<file path="config.mk">
export PLATFORM = sky130hd
export DESIGN_NAME = shift_arbiter_flat
export DESIGN_NICKNAME = d
export VERILOG_FILES = /design/src/rtl/shift_arbiter_if.sv /design/src/rtl/shift_arbiter.sv /design/src/flat_wrapper.sv
export SDC_FILE = /design/constraint.sdc
export NUM_CORES = 1
export LEC_CHECK = 0
export CAP_MARGIN = 0
export CORE_MARGIN = 2
export CORE_UTILIZATION = 55
export CTS_CLUSTER_DIAMETER = 30
export DETAILED_ROUTE_END_ITERATION = 12
export PLACE_DENSITY = 0.89
export SLEW_MARGIN = 15
export SYNTH_ARGS = -nofsm -noshare
export SYNTH_HDL_FRONTEND = slang
export SYNTH_SLANG_ARGS = --single-unit
</file>
<file path="constraint.sdc">
create_clock -name clk -period 2.9 [get_ports clk]
set_input_delay 0.29 -clock clk [delete_from_list [all_inputs] [get_ports clk]]
set_output_delay 0.29 -clock clk [all_outputs]
set_load 0.05 [all_outputs]
</file>
<file path="src/rtl/shift_arbiter_if.sv">
// Request/result bundle for shift_arbiter: two request ports with operands and one tagged result port.
interface shift_arbiter_if;
    localparam int unsigned DW = 8;
    localparam int unsigned NW = 4;

    logic          req0_valid;
    logic          req0_ready;
    logic [DW-1:0] req0_i;
    logic [NW-1:0] req0_n;
    logic          req0_ar;
    logic          req0_lr;
    logic          req0_rot;

    logic          req1_valid;
    logic          req1_ready;
    logic [DW-1:0] req1_i;
    logic [NW-1:0] req1_n;
    logic          req1_ar;
    logic          req1_lr;
    logic          req1_rot;

    logic          res_valid;
    logic          res_ready;
    logic [DW-1:0] res_o;
    logic          res_id;

    modport master (
        output req0_valid, req0_i, req0_n, req0_ar, req0_lr, req0_rot,
        output req1_valid, req1_i, req1_n, req1_ar, req1_lr, req1_rot,
        output res_ready,
        input  req0_ready, req1_ready, res_valid, res_o, res_id
    );

    modport slave (
        input  req0_valid, req0_i, req0_n, req0_ar, req0_lr, req0_rot,
        input  req1_valid, req1_i, req1_n, req1_ar, req1_lr, req1_rot,
        input  res_ready,
        output req0_ready, req1_ready, res_valid, res_o, res_id
    );
endinterface

</file>
<file path="src/rtl/shift_arbiter.sv">
// Round-robin arbiter sharing one 8-bit shift/rotate unit between two requesters, one registered result stage.
// Optional per-requester drain counters are built when SHIFT_STATS_EN is defined.
module shift_arbiter #(
    parameter bit PRIO_RESET = 1'b0
) (
    input  logic           clk,
    input  logic           nrst,
    shift_arbiter_if.slave bus,
    output logic [15:0]    stat0,
    output logic [15:0]    stat1
);
    localparam int unsigned DW = 8;
    localparam int unsigned NW = 4;
    localparam int unsigned SW = 16;

    localparam logic [0:0] ST_EMPTY = 1'b0;
    localparam logic [0:0] ST_FULL  = 1'b1;

    // Rotate uses n mod 8; shifts saturate at 8 (n[3] set) to an all-fill word.
    function automatic logic [DW-1:0] shift_fn(
        input logic [DW-1:0] i,
        input logic [NW-1:0] n,
        input logic          ar,
        input logic          lr,
        input logic          rot
    );
        logic [2*DW-1:0] dbl;
        logic [DW-1:0]   r;
        logic            fill;
        dbl  = {i, i};
        fill = ar & ~lr & i[DW-1];
        r    = i;
        if (rot) begin
            if (lr) begin
                dbl = dbl << n[2:0];
                r   = dbl[2*DW-1:DW];
            end else begin
                dbl = dbl >> n[2:0];
                r   = dbl[DW-1:0];
            end
        end else if (n[NW-1]) begin
            r = {DW{fill}};
        end else if (lr) begin
            r = i << n[2:0];
        end else begin
            r = DW'($signed({fill, i}) >>> n[2:0]);
        end
        return r;
    endfunction

    logic [0:0]    state_q, state_d;
    logic [DW-1:0] res_q, res_d;
    logic          id_q, id_d;
    logic          rr_q, rr_d;
    logic          can_accept;
    logic          grant0;
    logic          grant1;
    logic          accept;

    // Grant: a lone requester wins when the slot frees up; contention goes to the pointer.
    always_comb begin
        can_accept = (state_q == ST_EMPTY) || bus.res_ready;
        grant0     = can_accept && bus.req0_valid && (!bus.req1_valid || (rr_q == 1'b0));
        grant1     = can_accept && bus.req1_valid && (!bus.req0_valid || (rr_q == 1'b1));
        accept     = grant0 || grant1;
    end

    always_comb begin
        state_d = state_q;
        res_d   = res_q;
        id_d    = id_q;
        rr_d    = rr_q;
        if (grant0) begin
            res_d = shift_fn(bus.req0_i, bus.req0_n, bus.req0_ar, bus.req0_lr, bus.req0_rot);
            id_d  = 1'b0;
            rr_d  = 1'b1;
        end else if (grant1) begin
            res_d = shift_fn(bus.req1_i, bus.req1_n, bus.req1_ar, bus.req1_lr, bus.req1_rot);
            id_d  = 1'b1;
            rr_d  = 1'b0;
        end
        case (state_q)
            ST_EMPTY: if (accept) state_d = ST_FULL;
            ST_FULL:  if (bus.res_ready && !accept) state_d = ST_EMPTY;
            default:  state_d = ST_EMPTY;
        endcase
    end

    always_ff @(posedge clk or negedge nrst) begin
        if (!nrst) begin
            state_q <= ST_EMPTY;
            res_q   <= '0;
            id_q    <= 1'b0;
            rr_q    <= PRIO_RESET;
        end else begin
            state_q <= state_d;
            res_q   <= res_d;
            id_q    <= id_d;
            rr_q    <= rr_d;
        end
    end

    assign bus.req0_ready = grant0;
    assign bus.req1_ready = grant1;
    assign bus.res_valid  = (state_q == ST_FULL);
    assign bus.res_o      = res_q;
    assign bus.res_id     = id_q;

`ifdef SHIFT_STATS_EN
    logic [SW-1:0] stat0_q, stat1_q;
    logic          drain;

    assign drain = (state_q == ST_FULL) && bus.res_ready;

    // Count drained results per issuing requester, saturating.
    always_ff @(posedge clk or negedge nrst) begin
        if (!nrst) begin
            stat0_q <= '0;
            stat1_q <= '0;
        end else if (drain) begin
            if (!id_q && (stat0_q != {SW{1'b1}})) stat0_q <= stat0_q + SW'(1);
            if (id_q  && (stat1_q != {SW{1'b1}})) stat1_q <= stat1_q + SW'(1);
        end
    end

    assign stat0 = stat0_q;
    assign stat1 = stat1_q;
`else
    assign stat0 = '0;
    assign stat1 = '0;
`endif
endmodule
</file>
<file path="src/flat_wrapper.sv">
// flat-port wrapper written by rule: the top's interface ports become plain ports
module shift_arbiter_flat 
#(
    parameter bit PRIO_RESET = 1'b0
)
  (clk, nrst, stat0, stat1, bus_req0_valid, bus_req0_i, bus_req0_n, bus_req0_ar, bus_req0_lr, bus_req0_rot, bus_req1_valid, bus_req1_i, bus_req1_n, bus_req1_ar, bus_req1_lr, bus_req1_rot, bus_res_ready, bus_req0_ready, bus_req1_ready, bus_res_valid, bus_res_o, bus_res_id);
  shift_arbiter_if bus_i ();
  input  logic clk;
  input  logic nrst;
  output logic [15:0] stat0;
  output logic [15:0] stat1;
  input wire logic [$bits(bus_i.req0_valid)-1:0] bus_req0_valid;
  input wire logic [$bits(bus_i.req0_i)-1:0] bus_req0_i;
  input wire logic [$bits(bus_i.req0_n)-1:0] bus_req0_n;
  input wire logic [$bits(bus_i.req0_ar)-1:0] bus_req0_ar;
  input wire logic [$bits(bus_i.req0_lr)-1:0] bus_req0_lr;
  input wire logic [$bits(bus_i.req0_rot)-1:0] bus_req0_rot;
  input wire logic [$bits(bus_i.req1_valid)-1:0] bus_req1_valid;
  input wire logic [$bits(bus_i.req1_i)-1:0] bus_req1_i;
  input wire logic [$bits(bus_i.req1_n)-1:0] bus_req1_n;
  input wire logic [$bits(bus_i.req1_ar)-1:0] bus_req1_ar;
  input wire logic [$bits(bus_i.req1_lr)-1:0] bus_req1_lr;
  input wire logic [$bits(bus_i.req1_rot)-1:0] bus_req1_rot;
  input wire logic [$bits(bus_i.res_ready)-1:0] bus_res_ready;
  output wire logic [$bits(bus_i.req0_ready)-1:0] bus_req0_ready;
  output wire logic [$bits(bus_i.req1_ready)-1:0] bus_req1_ready;
  output wire logic [$bits(bus_i.res_valid)-1:0] bus_res_valid;
  output wire logic [$bits(bus_i.res_o)-1:0] bus_res_o;
  output wire logic [$bits(bus_i.res_id)-1:0] bus_res_id;
  assign bus_i.req0_valid = bus_req0_valid;
  assign bus_i.req0_i = bus_req0_i;
  assign bus_i.req0_n = bus_req0_n;
  assign bus_i.req0_ar = bus_req0_ar;
  assign bus_i.req0_lr = bus_req0_lr;
  assign bus_i.req0_rot = bus_req0_rot;
  assign bus_i.req1_valid = bus_req1_valid;
  assign bus_i.req1_i = bus_req1_i;
  assign bus_i.req1_n = bus_req1_n;
  assign bus_i.req1_ar = bus_req1_ar;
  assign bus_i.req1_lr = bus_req1_lr;
  assign bus_i.req1_rot = bus_req1_rot;
  assign bus_i.res_ready = bus_res_ready;
  assign bus_req0_ready = bus_i.req0_ready;
  assign bus_req1_ready = bus_i.req1_ready;
  assign bus_res_valid = bus_i.res_valid;
  assign bus_res_o = bus_i.res_o;
  assign bus_res_id = bus_i.res_id;
  shift_arbiter #(.PRIO_RESET(PRIO_RESET)) u_core (.clk(clk), .nrst(nrst), .bus(bus_i), .stat0(stat0), .stat1(stat1));
endmodule
</file>
== Yosys cells after proc, flatten, opt, wreduce, memory -nomap -nowiden ==
Cells that the tools add are included.
Operators by class
  shift operators: 8
  muxes and demuxes: 17
  reductions and logical operators: 13
  bitwise logic cells: 8
Operator list (number)
  8-bit two-way mux: 10
  16-bit by 3-bit << shifter with 16-bit output: 2
  16-bit by 3-bit >> shifter with 8-bit output: 2
  9-bit by 3-bit >>> shifter with 8-bit output: 2
  8-bit by 3-bit << shifter with 8-bit output: 2
  1-bit two-way mux: 6
  1-bit logical AND: 5
  1-bit AND: 4
  1-bit logical OR: 4
  1-bit inverter: 4
  1-bit zero test: 3
  1-bit one-hot mux with 2 select lines: 1
  2-bit nonzero test: 1
Storage, ports and cells
  input bits: 35
  register bits after elaboration: 11
  output and inout bits: 44
  word-level logic and storage cells: 50

== Depth between registers and ports, before layout ==
Gate-level depths: netlist of the first run.
  word-level depth: 9
  gate-level depth with buffers: 9
  mapped depth without buffers: 7

== Least setup slack after synthesis of the first run ==
No wires, ideal clock.
  path type: reg-to-reg
  from: reg u_core.state_q, in the netlist u_core.bus.res_valid
  to: reg u_core.res_q[7], in the netlist u_core.bus.res_o[7]
  arrival: 1927 ps
  clock period less this slack: 2065 ps
  buffers on the path: 0
  required time: 2762 ps
  path slack: 835 ps
  cell stages (with the launch flop): 8
  setup time: 138 ps
  cell sequence: dfrtp_1 nand2b_2 nand3_1 inv_1 nand3_1 a211oi_1 a2111oi_0 o21ai_1
On the way
  word-level cells in the longest chain between the ends: 5
  elaborated cells between the ends (all ways): 8
  classes of those cells: 1 x mux; 1 x bitwise; 6 x reduce/logical
RTL lines
  start, declared: RTL line shift_arbiter.sv:51  | logic [0:0] state_q, state_d;
  start signal, assigned: RTL line shift_arbiter.sv:96  | state_q <= state_d;
  1-bit inverter (*): RTL line shift_arbiter.sv:62  | can_accept = (state_q == ST_EMPTY) || bus.res_ready;
  1-bit logical OR (*): RTL line shift_arbiter.sv:62
  1-bit logical AND (*) (2 in series): RTL line shift_arbiter.sv:63  | grant0 = can_accept && bus.req0_valid && (!bus.req1_valid || (rr_q == 1'b0));
  via bus_req0_ready: RTL line flat_wrapper.sv:25  | output wire logic [$bits(bus_i.req0_ready)-1:0] bus_req0_ready;
  8-bit two-way mux / 2-bit nonzero test (equally long branches)
  end signal, assigned: RTL line shift_arbiter.sv:97  | res_q <= res_d;
  end, declared: RTL line shift_arbiter.sv:52  | logic [DW-1:0] res_q, res_d;
The timed path passes the listed nets; every way through them passes the cells marked *.
A chain may end at the register's enable or synchronous reset.

== Final worst setup path of the first run ==
  from: in bus_res_ready
  to: out bus_req0_ready
On the way
  word-level cells in the longest chain between the ends: 3
RTL lines
  start, declared: RTL line flat_wrapper.sv:24  | input wire logic [$bits(bus_i.res_ready)-1:0] bus_res_ready;
  1-bit logical OR: RTL line shift_arbiter.sv:62
  1-bit logical AND (2 in series): RTL line shift_arbiter.sv:63
  end, declared: RTL line flat_wrapper.sv:25
Every way passes these cells.

==> results.cfg, run 1 <==
[run_status]
status = finished, final reports clean

[yosys]
synth_cell_types = 63
synth_ff_type = dfrtp_1
synth_area_leaders = mux4_2 (12%), mux2i_1 (9.3%), dfrtp_1 (9.2%)
seq_area_frac_synth_pct = 9.16
async_flop_share_pct = 100
synth_cells = 391
synth_top_area_share_pct = 12.0
synth_top_area_cell = mux4_2
ys_top_cells_by_count = nand2_1 (43), buf_4 (36), mux2i_1 (28), nor2_1 (28), a21oi_1 (25)
synth_edf_count = 0
ys_warn_count = 0
synth_area_um2 = 3010
syn_avg_cell_area_um2 = 7.69
yosys.cell_count.top_type = nand2_1
synth_seq_cells = 11

[hold_path]
min_path_type = in -> async

[place]
hpwl_um = 6360
gp_congestion = 0.938
dp_worst_setup_slack_ns = 0.361
placed_cells = 485
portBuffers = 46
placed_area_um2 = 3330

[clock_network]
h-tree-depth = 1
cts-root-buf = clkbuf_8
numCtsBuffers = 3
cts_resized = 0
clock_sinks = 11
postCtsSetupRepairBufs = 0
worstSkewPairLatency_ns = 0.23
cts_tree = built
clk_pin_slew_worst_paths_ns = 0.05
holdBufCountCts = 0
clock_path_buffers = 2

[route]
vias_per_cell = 6.59
final_antenna_net_count = 0
drt_iter0_drc = 393
remaining_drc_errors = 0
num_vias = 3224
totalWireLength_um = 8450
first_pass_iters = 6
wl_per_cell_um = 17.3

[global_routing]
grt_pass1_wl_um = 13900
grt_pass1_vias = 2754
grt_usage_pct = 27.5
grt.overflow.total = 0
grt_start_max_net_pins = 35
antenna_found_initial = 0

[setup_path]
worstPathMaxFanout = 7
critical_path.max_stage_delay_ns = 0.85
crit_path_frequent_cell = clkdlybuf4s50_1
crit_slowest_cell = clkdlybuf4s50_1
critPathLaunchType = input port
end_kind = output port
cp_cell_sequence = clkdlybuf4s50_1 -> nand2b_2 -> nand3_1 -> inv_1 -> clkdlybuf4s50_1
crit_arrival_ns = 2.08
cp_top_family = buffers and inverters
cp.required_ns = 2.61
crit_buf_inv = 3
path_class = in -> out

[die]
rows = 26
start_util_pct = 57.7
dieWidth_um = 77.9
die_y_um = 77.9
pin_count = 79
die_area_um2 = 6070
core-area_um2 = 5200

[job]
maxCapViolCount = 0

[sta]
finalHoldViolCount = 0
slew_headroom_pct = 56.5
drv_slew = 0
fin_crit_ns = 2.37
min_period_over_period_pct = 81.6
setup-tns-final_ns = 0
clock_skew_ns = 0.00105
fin_ws_ns = 0.533
setup_violations = 0
holdWs_ns = 0.398
worst_pin_slew_ns = 0.636
fmax_ghz = 0.422
grt_setup_unrepaired = no

[final_layout]
fin_cells = 489
syn_to_final_growth_pct = 12.3
final_cell_area_um2 = 3380
fill_cells = 456
fin_nets = 455
drive_above_1_share_pct = 13.4
antenna_cells = 0

[pwr]
irDropWorstVdd_v = 0.000286
p_leak_nw = 1.37
power_density_nw_per_um2 = 339
metal layers:
layer  routed length (um)  global-route usage, %  up-vias  share of wire (%)
met5                    0                      0        -                  0
met4                  124                   5.79        0                1.5
met3                  870                   1.86       16                 10
met2                 4020                   43.9      245                 48
met1                 3430                   40.8     1481                 41
li1                     -                      -     1482                  -
kinds of logic (layout without fill, tap and decap cells):
| family | after synthesis | in the layout | share of synthesized area, % |
|---|---|---|---|
| compound gates | 101 | 101 | 23.3 |
| mux | 57 | 57 | 27.3 |
| buf+inv | 79 | 76 | 16.8 |
| other cells | 1 | 32 | 0.125 |
| flops | 11 | 11 | 9.16 |
| simple gates | 142 | 142 | 23.3 |
sequential cells by signal, indices dropped and copies added (netlist names):
| name | cells |
|---|---|
| u_core.bus.res_o | 8 |
| u_core.rr_q | 1 |
| u_core.bus.res_valid | 1 |
| u_core.bus.res_id | 1 |
layout make-up:
| type | instances | area (um2) | area share, % |
|---|---|---|---|
| repair buffers | 61 | 586 | 17.3 |
| flip-flops and latches | 11 | 275 | 8.15 |
| multi-input cells | 332 | 2340 | 69.3 |
| clock buffers | 4 | 45.0 | 1.33 |
| inverters | 11 | 41.3 | 1.22 |
| well taps | 70 | 87.6 | 2.59 |
power by group:
part	leakage, nW	internal, W	switching, W
registers	0.133	0.000189	0.0000246
clock network	0.0228	0.0000962	0.0000537
logic	1.21	0.000285	0.000497
per-stage QoR:
step	util [%]	total power, W
6_report	64.9	0.00114
5_1_grt	64.9	0.00121
3_5_place_dp	64.0	0.000984
4_1_cts	64.9	0.00114
3_3_place_gp	64.0	0.000971
2_1_floorplan	-	0.000803
layout by cell type, fill, tap and decap left out, drive strengths merged, types with 3 or more instances in the layout:
cell,synthesis,final
a21oi,25,25
a211oi,4,4
a31o,5,5
mux2,11,11
o21ai,15,15
a221oi,3,3
mux4,18,18
conb,1,32
nand4,5,5
nor3,15,15
nand3,14,14
dfrtp,11,11
a31oi,6,6
a2111oi,4,4
o31ai,3,3
inv,10,10
nand2,43,43
a311o,3,3
clkbuf,11,4
clkdlybuf4s50,0,46
nor4,3,3
nand2b,14,14
a311oi,5,5
o22ai,7,7
nor2b,7,7
buf,56,15
o211ai,6,6
nor2,28,28
mux2i,28,28
final timing paths:
check / start / end / slack, ns / cells after the start
min reg2reg: u_core.bus.res_o[5] / u_core.bus.res_o[5] / 0.48 / 2
max reg2reg: u_core.bus.res_valid / u_core.bus.res_o[0] / 1.15 / 6
max in group asynchronous: nrst / u_core.bus.res_id / 2.17 / 1
min in group clk: u_core.bus.res_o[5] / u_core.bus.res_o[5] / 0.48 / 2
min: nrst / u_core.bus.res_o[3] / 0.40 / 1
max: bus_res_ready / bus_req0_ready / 0.53 / 5
Power figures use the tool's default switching activity.
==> run 2, diff against run 1 <==
--- a/config.mk
+++ b/config.mk
@@ -7,10 +7,10 @@
 export LEC_CHECK = 0
 export CAP_MARGIN = 0
 export CORE_MARGIN = 2
-export CORE_UTILIZATION = 55
+export CORE_UTILIZATION = 51
 export CTS_CLUSTER_DIAMETER = 30
 export DETAILED_ROUTE_END_ITERATION = 12
-export PLACE_DENSITY = 0.89
+export PLACE_DENSITY = 0.83
 export SLEW_MARGIN = 15
 export SYNTH_ARGS = -nofsm -noshare
 export SYNTH_HDL_FRONTEND = slang
==> constraint.sdc (replaced) <==
create_clock -name clk -period 2.3 [get_ports clk]
set_input_delay 0.23 -clock clk [delete_from_list [all_inputs] [get_ports clk]]
set_output_delay 0.23 -clock clk [all_outputs]
set_load 0.05 [all_outputs]
==> results.cfg, run 2 (synthesis gave the netlist of run 1 again) <==
[setup_path]
cp_cell_sequence = clkdlybuf4s50_1 -> buf_12 -> nor2b_4 -> a21oi_1 -> mux4_2 -> mux2_4 -> a221oi_2 -> a2111o_1
worstPathMaxFanout = 28
crit_arrival_ns = 2.34
r2r-start = u_core.bus.res_valid
cp-startpoint = bus_req1_n[0]
crit_slowest_cell = clkdlybuf4s50_1
end_kind = register
cp.required_ns = 2.46
path_class = in -> reg
critPathLaunchType = input port
critical_path.max_stage_delay_ns = 0.53

[clock_network]
clk_pin_slew_worst_paths_ns = 0.05
cts_resized = 0
h-tree-depth = 1
holdBufCountCts = 0
cts_tree = built
numCtsBuffers = 3
clock_sinks = 11
cts-root-buf = clkbuf_8
clock_path_buffers = 2
postCtsSetupRepairBufs = 0
worstSkewPairLatency_ns = 0.23

[final_layout]
layout_common_cells = buf_4 (59), clkdlybuf4s50_1 (44), nand2_1 (43)
fin_cells = 539
drive_above_1_share_pct = 22.7
final_util_pct = 67.7
syn_to_final_growth_pct = 26.3
largest_register_ffs = 8
final_common_cell = buf_4
fin_nets = 503
antenna_cells = 0

[route]
final_antenna_net_count = 0
vias_per_cell = 6.20
remaining_drc_errors = 0
num_vias = 3343
wl_per_cell_um = 16.5
drt_iter0_drc = 408
totalWireLength_um = 8900
first_pass_iters = 5

[pwr]
total_power_w = 0.00153
irDropWorstVdd_v = 0.000436
power_density_nw_per_um2 = 403
p_leak_nw = 1.62

[sta]
setup_violations = 0
drv_slew = 0
fin_crit_ns = 2.17
finalHoldViolCount = 0
slew_headroom_pct = 58.8
fin_ws_ns = 0.127
worst_pin_slew_ns = 0.602
fmax_ghz = 0.460
grt_setup_unrepaired = no
setup-tns-final_ns = 0
min_period_over_period_pct = 94.5
clock_skew_ns = 0.00753

[global_routing]
grt_start_max_net_pins = 29
grt_pass1_vias = 3075
antenna_found_initial = 0
grt_usage_pct = 28.0
grt.overflow.total = 0
grt_pass1_wl_um = 14700

[die]
die_area_um2 = 6520
dieWidth_um = 80.8
core-area_um2 = 5610
die_y_um = 80.8
pin_count = 79
start_util_pct = 53.6
rows = 27

[place]
hpwl_um = 7250
placed_cells = 535
dp_worst_setup_slack_ns = -0.102
gp_congestion = 0.941
portBuffers = 46

[run_status]
status = finished, final reports clean

[hold_path]
min_path_type = in -> async

[job]
maxCapViolCount = 0
## run 2: worst paths after layout
check,endpoint,slack [ns],depth (start not counted)
max reg2reg,u_core.bus.res_o[0],0.53,6
min in group clk,u_core.bus.res_o[5],0.48,2
min reg2reg,u_core.bus.res_o[5],0.48,2
max,u_core.bus.res_o[0],0.13,8
max in group asynchronous,u_core.bus.res_o[0],1.60,1
min,u_core.bus.res_o[4],0.34,1
## run 2: layout make-up
| cell class | count | area (um2) |
|---|---|---|
| Multi-Input combinational cell | 332 | 2340 |
| Fill cell | 461 | 1810 |
| Timing Repair Buffer | 109 | 1000 |
| Sequential cell | 11 | 275 |
| Tap cell | 72 | 90.1 |
| Clock buffer | 4 | 45.0 |
| Inverter | 11 | 41.3 |
## run 2: worst max-delay path, delay by kind of cell
family	cells	cell delay [ns]
AOI/OAI and AO/OA	3	0.45
buffers and inverters	2	0.76
and+or+nand+nor	1	0.14
muxes	2	0.75
## run 2: through the flow
step / area (um2) / hold slack [ns]
3_3_place_gp: 3750 / 0.461
3_5_place_dp: 3750 / 0.479
2_1_floorplan: 3120 / -0.0656
4_1_cts: 3800 / 0.359
5_1_grt: 3800 / 0.383
6_report: 3800 / 0.343
## run 2: where the power goes
part,internal [W],total [W],switching [W]
registers,0.000238,0.000268,0.0000299
logic,0.000429,0.00107,0.000646
clock network,0.000121,0.000188,0.0000668
## run 2: routing by layer
metal / up-vias / part of all wire, % / wire, um / track usage, %
met4: 0 / 2.2 / 199 / 5.08
li1: 1564 / - / - / -
met1: 1568 / 43 / 3800 / 39.2
met2: 189 / 47 / 4160 / 47.6
met3: 22 / 8.2 / 728 / 2.56
met5: - / 0 / 0 / 0
